==> src/rtl/hazard_forward_unit.sv <==
// -----------------------------------------------------------------------------
// hazard_forward_unit
//
// Operand forwarding and hazard detection for the decode stage of an in-order
// pipeline. For each read port it picks the youngest pipeline stage that will
// write the requested register. If there is no such stage, it uses a
// long-latency writeback in the same cycle. If there is neither, it checks a
// scoreboard of long-latency destinations that are still outstanding. It also
// detects write-after-write hazards against that scoreboard.
//
// Ports
//   clk, rst          single clock; synchronous active-high reset
//   issue_valid       decode presents an instruction
//   issue_rd          destination register of the issuing instruction
//   issue_reg_write   issuing instruction writes issue_rd
//   issue_long        issuing instruction completes only through wb_*
//   rs                source register per read port
//   fwd_valid/rd/ready/data
//                     per forwarding stage (0 = youngest); ready=0 marks a
//                     result that is not yet available (load in MEM)
//   wb_valid/rd/data  long-latency completion, usable as a same-cycle bypass
//   data, data_valid  forwarded operand per port; data_valid overrides the
//                     register-file value
//   stall             decode must hold; the issue is not accepted
//   busy_mask         registered scoreboard of pending long-latency writes
//   stall_cycles      saturating count of cycles with stall asserted
// -----------------------------------------------------------------------------
module hazard_forward_unit #(
    parameter int XLEN           = 32,
    parameter int NUM_READ_PORTS = 2,
    parameter int NUM_FWD_STAGES = 2
) (
    input  logic                                     clk,
    input  logic                                     rst,

    input  logic                                     issue_valid,
    input  logic [4:0]                               issue_rd,
    input  logic                                     issue_reg_write,
    input  logic                                     issue_long,

    input  logic [NUM_READ_PORTS-1:0][4:0]           rs,

    input  logic [NUM_FWD_STAGES-1:0]                fwd_valid,
    input  logic [NUM_FWD_STAGES-1:0][4:0]           fwd_rd,
    input  logic [NUM_FWD_STAGES-1:0]                fwd_ready,
    input  logic [NUM_FWD_STAGES-1:0][XLEN-1:0]      fwd_data,

    input  logic                                     wb_valid,
    input  logic [4:0]                               wb_rd,
    input  logic [XLEN-1:0]                          wb_data,

    output logic [NUM_READ_PORTS-1:0][XLEN-1:0]      data,
    output logic [NUM_READ_PORTS-1:0]                data_valid,
    output logic                                     stall,
    output logic [31:0]                              busy_mask,
    output logic [31:0]                              stall_cycles
);

    localparam logic [NUM_FWD_STAGES-1:0] STAGE_ONE = NUM_FWD_STAGES'(1);
    localparam logic [31:0]               CNT_MAX   = 32'hFFFF_FFFF;

    // -------------------------------------------------------------------------
    // State
    // -------------------------------------------------------------------------
    logic [31:0] busy_mask_q,    busy_mask_d;
    logic [31:0] stall_cycles_q, stall_cycles_d;

    // While reset is asserted, every pending long op is treated as forgotten.
    // The scoreboard that decode sees therefore already matches the cleared
    // state it will hold after the reset edge.
    logic [31:0] sb_view;

    assign sb_view = rst ? 32'h0 : busy_mask_q;

    // -------------------------------------------------------------------------
    // Per-port match detection
    // -------------------------------------------------------------------------
    logic [NUM_READ_PORTS-1:0][NUM_FWD_STAGES-1:0] stage_hit;
    logic [NUM_READ_PORTS-1:0][NUM_FWD_STAGES-1:0] stage_sel;
    logic [NUM_READ_PORTS-1:0]                     any_stage_hit;
    logic [NUM_READ_PORTS-1:0]                     wb_hit;
    logic [NUM_READ_PORTS-1:0]                     sb_hit;
    logic [NUM_READ_PORTS-1:0]                     port_stall;

    // x0 is hard-wired zero, so a read of x0 never matches anything.
    always_comb begin
        stage_hit = '0;
        wb_hit    = '0;
        sb_hit    = '0;
        for (int p = 0; p < NUM_READ_PORTS; p++) begin
            if (rs[p] != 5'd0) begin
                for (int k = 0; k < NUM_FWD_STAGES; k++) begin
                    stage_hit[p][k] = fwd_valid[k] && (fwd_rd[k] == rs[p]);
                end
                wb_hit[p] = wb_valid && (wb_rd == rs[p]);
                sb_hit[p] = sb_view[rs[p]];
            end
        end
    end

    // The youngest matching stage wins. Isolating the lowest set bit yields a
    // one-hot select. Once a stage is selected, an older stage is never used
    // for that port, even when the selected stage is not ready yet.
    always_comb begin
        stage_sel     = '0;
        any_stage_hit = '0;
        for (int p = 0; p < NUM_READ_PORTS; p++) begin
            stage_sel[p]     = stage_hit[p] & (~stage_hit[p] + STAGE_ONE);
            any_stage_hit[p] = |stage_hit[p];
        end
    end

    // -------------------------------------------------------------------------
    // Operand selection and per-port stall
    // -------------------------------------------------------------------------
    always_comb begin
        data       = '0;
        data_valid = '0;
        port_stall = '0;
        for (int p = 0; p < NUM_READ_PORTS; p++) begin
            if (any_stage_hit[p]) begin
                for (int k = 0; k < NUM_FWD_STAGES; k++) begin
                    if (stage_sel[p][k]) begin
                        if (fwd_ready[k]) begin
                            data[p]       = fwd_data[k];
                            data_valid[p] = 1'b1;
                        end else begin
                            port_stall[p] = 1'b1;
                        end
                    end
                end
            end else if (wb_hit[p]) begin
                data[p]       = wb_data;
                data_valid[p] = 1'b1;
            end else if (sb_hit[p]) begin
                port_stall[p] = 1'b1;
            end
        end
    end

    // -------------------------------------------------------------------------
    // WAW hazard, global stall, issue acceptance
    // -------------------------------------------------------------------------
    logic waw_hit;
    logic wb_clears_issue_rd;
    logic issue_fire;
    logic sb_set;
    logic sb_clr;

    // A writeback to the same register in this cycle retires the older long
    // op. The new writer can then issue without waiting another cycle.
    assign wb_clears_issue_rd = wb_valid && (wb_rd == issue_rd);
    assign waw_hit            = issue_reg_write && (issue_rd != 5'd0) &&
                                sb_view[issue_rd] && !wb_clears_issue_rd;

    assign stall      = issue_valid && ((|port_stall) || waw_hit);
    assign issue_fire = issue_valid && !stall;

    assign sb_set = issue_fire && issue_long && issue_reg_write &&
                    (issue_rd != 5'd0);
    assign sb_clr = wb_valid && (wb_rd != 5'd0);

    // -------------------------------------------------------------------------
    // Scoreboard next state
    // -------------------------------------------------------------------------
    // The clear is applied before the set. When the same register is both
    // retired and re-issued in one cycle, the new issue therefore keeps the
    // bit set. A writeback to a register that is not busy clears a bit that
    // is already zero, so it has no effect.
    always_comb begin
        busy_mask_d = busy_mask_q;
        if (sb_clr) begin
            busy_mask_d[wb_rd] = 1'b0;
        end
        if (sb_set) begin
            busy_mask_d[issue_rd] = 1'b1;
        end
        busy_mask_d[0] = 1'b0;
    end

    // -------------------------------------------------------------------------
    // Stall cycle counter (saturating)
    // -------------------------------------------------------------------------
    always_comb begin
        stall_cycles_d = stall_cycles_q;
        if (stall && (stall_cycles_q != CNT_MAX)) begin
            stall_cycles_d = stall_cycles_q + 32'd1;
        end
    end

    // -------------------------------------------------------------------------
    // Registers
    // -------------------------------------------------------------------------
    always_ff @(posedge clk) begin
        if (rst) begin
            busy_mask_q    <= 32'h0;
            stall_cycles_q <= 32'h0;
        end else begin
            busy_mask_q    <= busy_mask_d;
            stall_cycles_q <= stall_cycles_d;
        end
    end

    assign busy_mask    = busy_mask_q;
    assign stall_cycles = stall_cycles_q;

endmodule

==> config.mk <==
export PLATFORM = sky130hd
export DESIGN_NAME = hazard_forward_unit
export DESIGN_NICKNAME = d
export VERILOG_FILES = /design/src/rtl/hazard_forward_unit.sv
export SDC_FILE = /design/constraint.sdc
export NUM_CORES = 1
export LEC_CHECK = 0
export CELL_PAD_IN_SITES_DETAIL_PLACEMENT = 0
export CELL_PAD_IN_SITES_GLOBAL_PLACEMENT = 1
export CORE_UTILIZATION = 29
export DETAILED_ROUTE_END_ITERATION = 8
export GPL_TIMING_DRIVEN = 0
export PLACE_DENSITY_LB_ADDON = 0.25
export RECOVER_POWER = 25
export SKIP_CTS_REPAIR_TIMING = 1
export SLEW_MARGIN = 20
export SYNTH_ARGS = -nofsm -noshare
export SYNTH_HDL_FRONTEND = slang
export SYNTH_SLANG_ARGS = --single-unit
==> constraint.sdc <==
create_clock -name clk -period 3.75 [get_ports clk]
set_clock_uncertainty 0.2 [all_clocks]
set_input_delay 0.375 -clock clk [delete_from_list [all_inputs] [get_ports clk]]
set_output_delay 0.375 -clock clk [all_outputs]
set_load 0.05 [all_outputs]
==> metrics.md <==
| Metric | Value |
|---|---|
| Status | finished, final reports clean |
| Leak | 3.82 nW |
| Worst EP arrival | approximately 3.1 ns |
| Util after Layout | approximately 46% |
| CP delay by family, top | buffers and inverters |
| CTS tree | built |
| Die X | 141 um |
| VDD IR max | just under 0.0002 V |
| Worst-Margin Slew | 0.676 ns |
| Yosys cell types | 66 |
| Mean number of vias per cell | approximately 5.6 |
| Die ar. | between 15000 and 20000 um2 |
| H-tree levels | 3 |
| Synthesized area | 5630 um2 |
| Reg2reg start | stall_cycles[2]$_SDFFE_PP0P_ |
| GP Congestion | 0.914 |
| GR Overflow Total | 0 |
| Largest family of logic cells by synthesized area | simple AND/OR/NAND/NOR gates |
| Gr usage total | 24.8% |
| Register area share after synthesis | 22.4% |
| CTS Buf Count | 9 |
| CTS sink count | 63 |
| Syn_area_per_cell | 7.65 um2 |
| Initial antenna violation count | 2 |
| Kind of end point of the critical path | output port |
| HPWL after DPL | 19.5 mm |
| Fmax | between 200 and 300 MHz |
| Compound-Gate Fraction of Synth Area | 23.8% |
| Yosys warning total | 0 |
| PwrDens | between 200 and 250 nW/um2 |
| Min-Delay Path Class | input port to register |
| Routed wire length | 25.5 mm |
| Area Growth Syn to Fin | 55.1% |
| Final instance area | 8740 um2 |
| Clock latency on the worst-skew pair | 0.34 ns |
| Layout net count | 1141 |
| Max Slew Vio Count | 0 |
| Post-synthesis adder-cell area fraction | 0.222% |
| WP buf/inv | 7 |
| Largest net degree at the start of global routing | 11 |
| Clock transition at path regs | around 0.060 ns |
| Worst Path Required | 3.17 ns |
| Top cell type's share of synthesized area | about 22% |
| Global-route wire length before repair | between 30 and 40 mm |
| CP Launch Point | issue_rd[2] |
| Cell Area, Placed | between 8000 and 9000 um2 |
| Synth Area in XOR/XNOR | 5.44% |
| IO buf count | 253 |
| Cell Chain, Critical Path | clkdlybuf4s50_1 > buf_6 > nand2b_1 > or2_2 > o22ai_1 > or4_4 > o221a_1 > a31o_1 > buf_6 > buf_6 > buf_4 > inv_1 > buf_6 |
| Root Buffer | clkbuf_16 |
| Post-synthesis simple-gate area fraction | 28.4% |
| Mux cell area share after synthesis | 11.1% |
| WL/cell | 20.1 um |
| Top-count cell post-synth | nand2_1 |
| 1st-iter DRT viols | 610 |
| Synth area leaders | dfxtp_1 22%, nand2_1 6.3%, a222oi_1 5.7% |
| Hold Fails Final Rpt | 0 |
| Max-slew headroom | 55.0% |
| Initial Util | between 20 and 30% |
| Via count | 7124 |
| Final setup viols | 0 |
| Critical-path top delay cell | or4_4 |
| Net Count, Synth | 873 |
| Post-Layout Cell Count | 1271 |
| Layout cell share with drive strength beyond 1 | 16.7% |
| Crit-path max FO | 10 |
| Core area | 18900 um2 |
| Seq cells post-synth | 63 |
| WS Path Type | input port to output port |
| Largest area contributor in the netlist | dfxtp_1 |
| Ys flop type | dfxtp_1 |
| Placed Instances | 1249 |
| Critical path launch point type | input port |
| Syn Inst Count | 736 |
| Num ports | 267 |
| EDFF count, synth | 0 |
| Vias in the first global route | 6611 |
| Synth cell count leaders | 95 x nand2_1, 63 x dfxtp_1, 52 x o21ai_0, 47 x clkbuf_1, 40 x inv_1 |
| Worst path most repeated cell | buf_6 |
| Crit path time final | about 3.7 ns |
| Die Y | 141 um |
| Final period util | 97.9% |
| Core Rows | 50 |
| Antenna viol nets, final | 0 |
| Total power | 2.08 mW |
| Max-Cap Viols | 0 |
| Maximum clock insertion buffer count | 2 |
| Async SR Flop Fraction | 0% |
| HP Start | issue_rd[4] |
| CP peak stage delay | 0.52 ns |
| TritonRoute pass-1 iters | 9 |
| DR DRC count | 0 |
[path summary, 6_finish.rpt]
check / to / cells after the start / slack (ns)
worst max-delay path: stall / 13 / 0.08
worst min-delay path: busy_mask[19]$_SDFF_PP0_ / 3 / 0.28
worst max register to register: stall_cycles[0]$_SDFFE_PP0P_ / 11 / 0.19
worst min register to register: stall_cycles[11]$_SDFFE_PP0P_ / 2 / 0.29
[layout by cell type (no fill, tap or decap), types with 11 or more instances in the layout]
master           instances
dlymetal6s2s_1          11
nand4_1                 21
or3_1                   15
clkbuf_2                70
a22oi_1                 32
a222oi_1                32
and3_1                  14
nor2_1                  24
xnor2_1                 29
inv_1                   39
nor2b_1                 21
o21ai_0                 51
clkdlybuf4s50_1        134
mux4_2                  14
a21oi_1                 22
dfxtp_1                 63
nand2_1                 94
nand3b_1                19
mux2_2                  12
clkbuf_1                23
o211ai_1                12
dlygate4sd3_1           48
mux2i_1                 12
nand3_1                 24
buf_2                   16
[routing by layer]
metal	vias to the layer above	share of wire (%)	global-route usage [%]
met5	-	0	0
met4	0	2.8	8.32
met3	54	6.7	4.45
met2	295	47	39.4
met1	3463	44	33.7
li1	3312	-	-
[flip-flops by register name (all words and copies together) (netlist names)]
signal / count
stall_cycles: 32
busy_mask: 31
[cells by family (layout without fill, tap and decap cells)]
logic type,count (synthesis),after routing
DFF,63,63
other,1,3
and+or+nand+nor,298,298
AOI/OAI and AO/OA,189,189
adders and majority gates,1,1
buffers and inverters,109,382
xor gates and xnor gates,35,35
muxes,40,40
[report_power, final]
group          leakage, nW  internal [mW]  switching [mW]
Sequential           0.507          0.673         0.00532
Clock                0.149          0.569           0.309
Combinational         3.17          0.239           0.289
[metrics by stage]
step / hold slack [ns] / setup WS [ns] / setup TNS [ns]
after floorplan: 0.423 / 0.406 / 0
after global placement: 0.283 / -1.06 / -69.19
after detailed placement: 0.283 / -1.06 / -67.64
after CTS: 0.293 / -1.07 / -61.57
after global routing: 0.300 / -0.0193 / -0.0193
final: 0.280 / 0.0780 / 0
[tightest hold or removal path, stage by stage]
cell and delay [ns]:
buf_2 0.17, nand2_2 0.12, o21ai_0 0.09
[cell type report]
class | count | area [um2]
Inverter | 40 | 153
Clock inverter | 2 | 37.5
Multi-Input combinational cell | 564 | 3970
Clock buffer | 14 | 274
Sequential cell | 63 | 1260
Tap cell | 260 | 325
Timing Repair Buffer | 258 | 2300
Buffer | 68 | 410
Fill cell | 1946 | 10200
Antenna cell | 2 | 5.00
(Power assumes the default switching activity.)
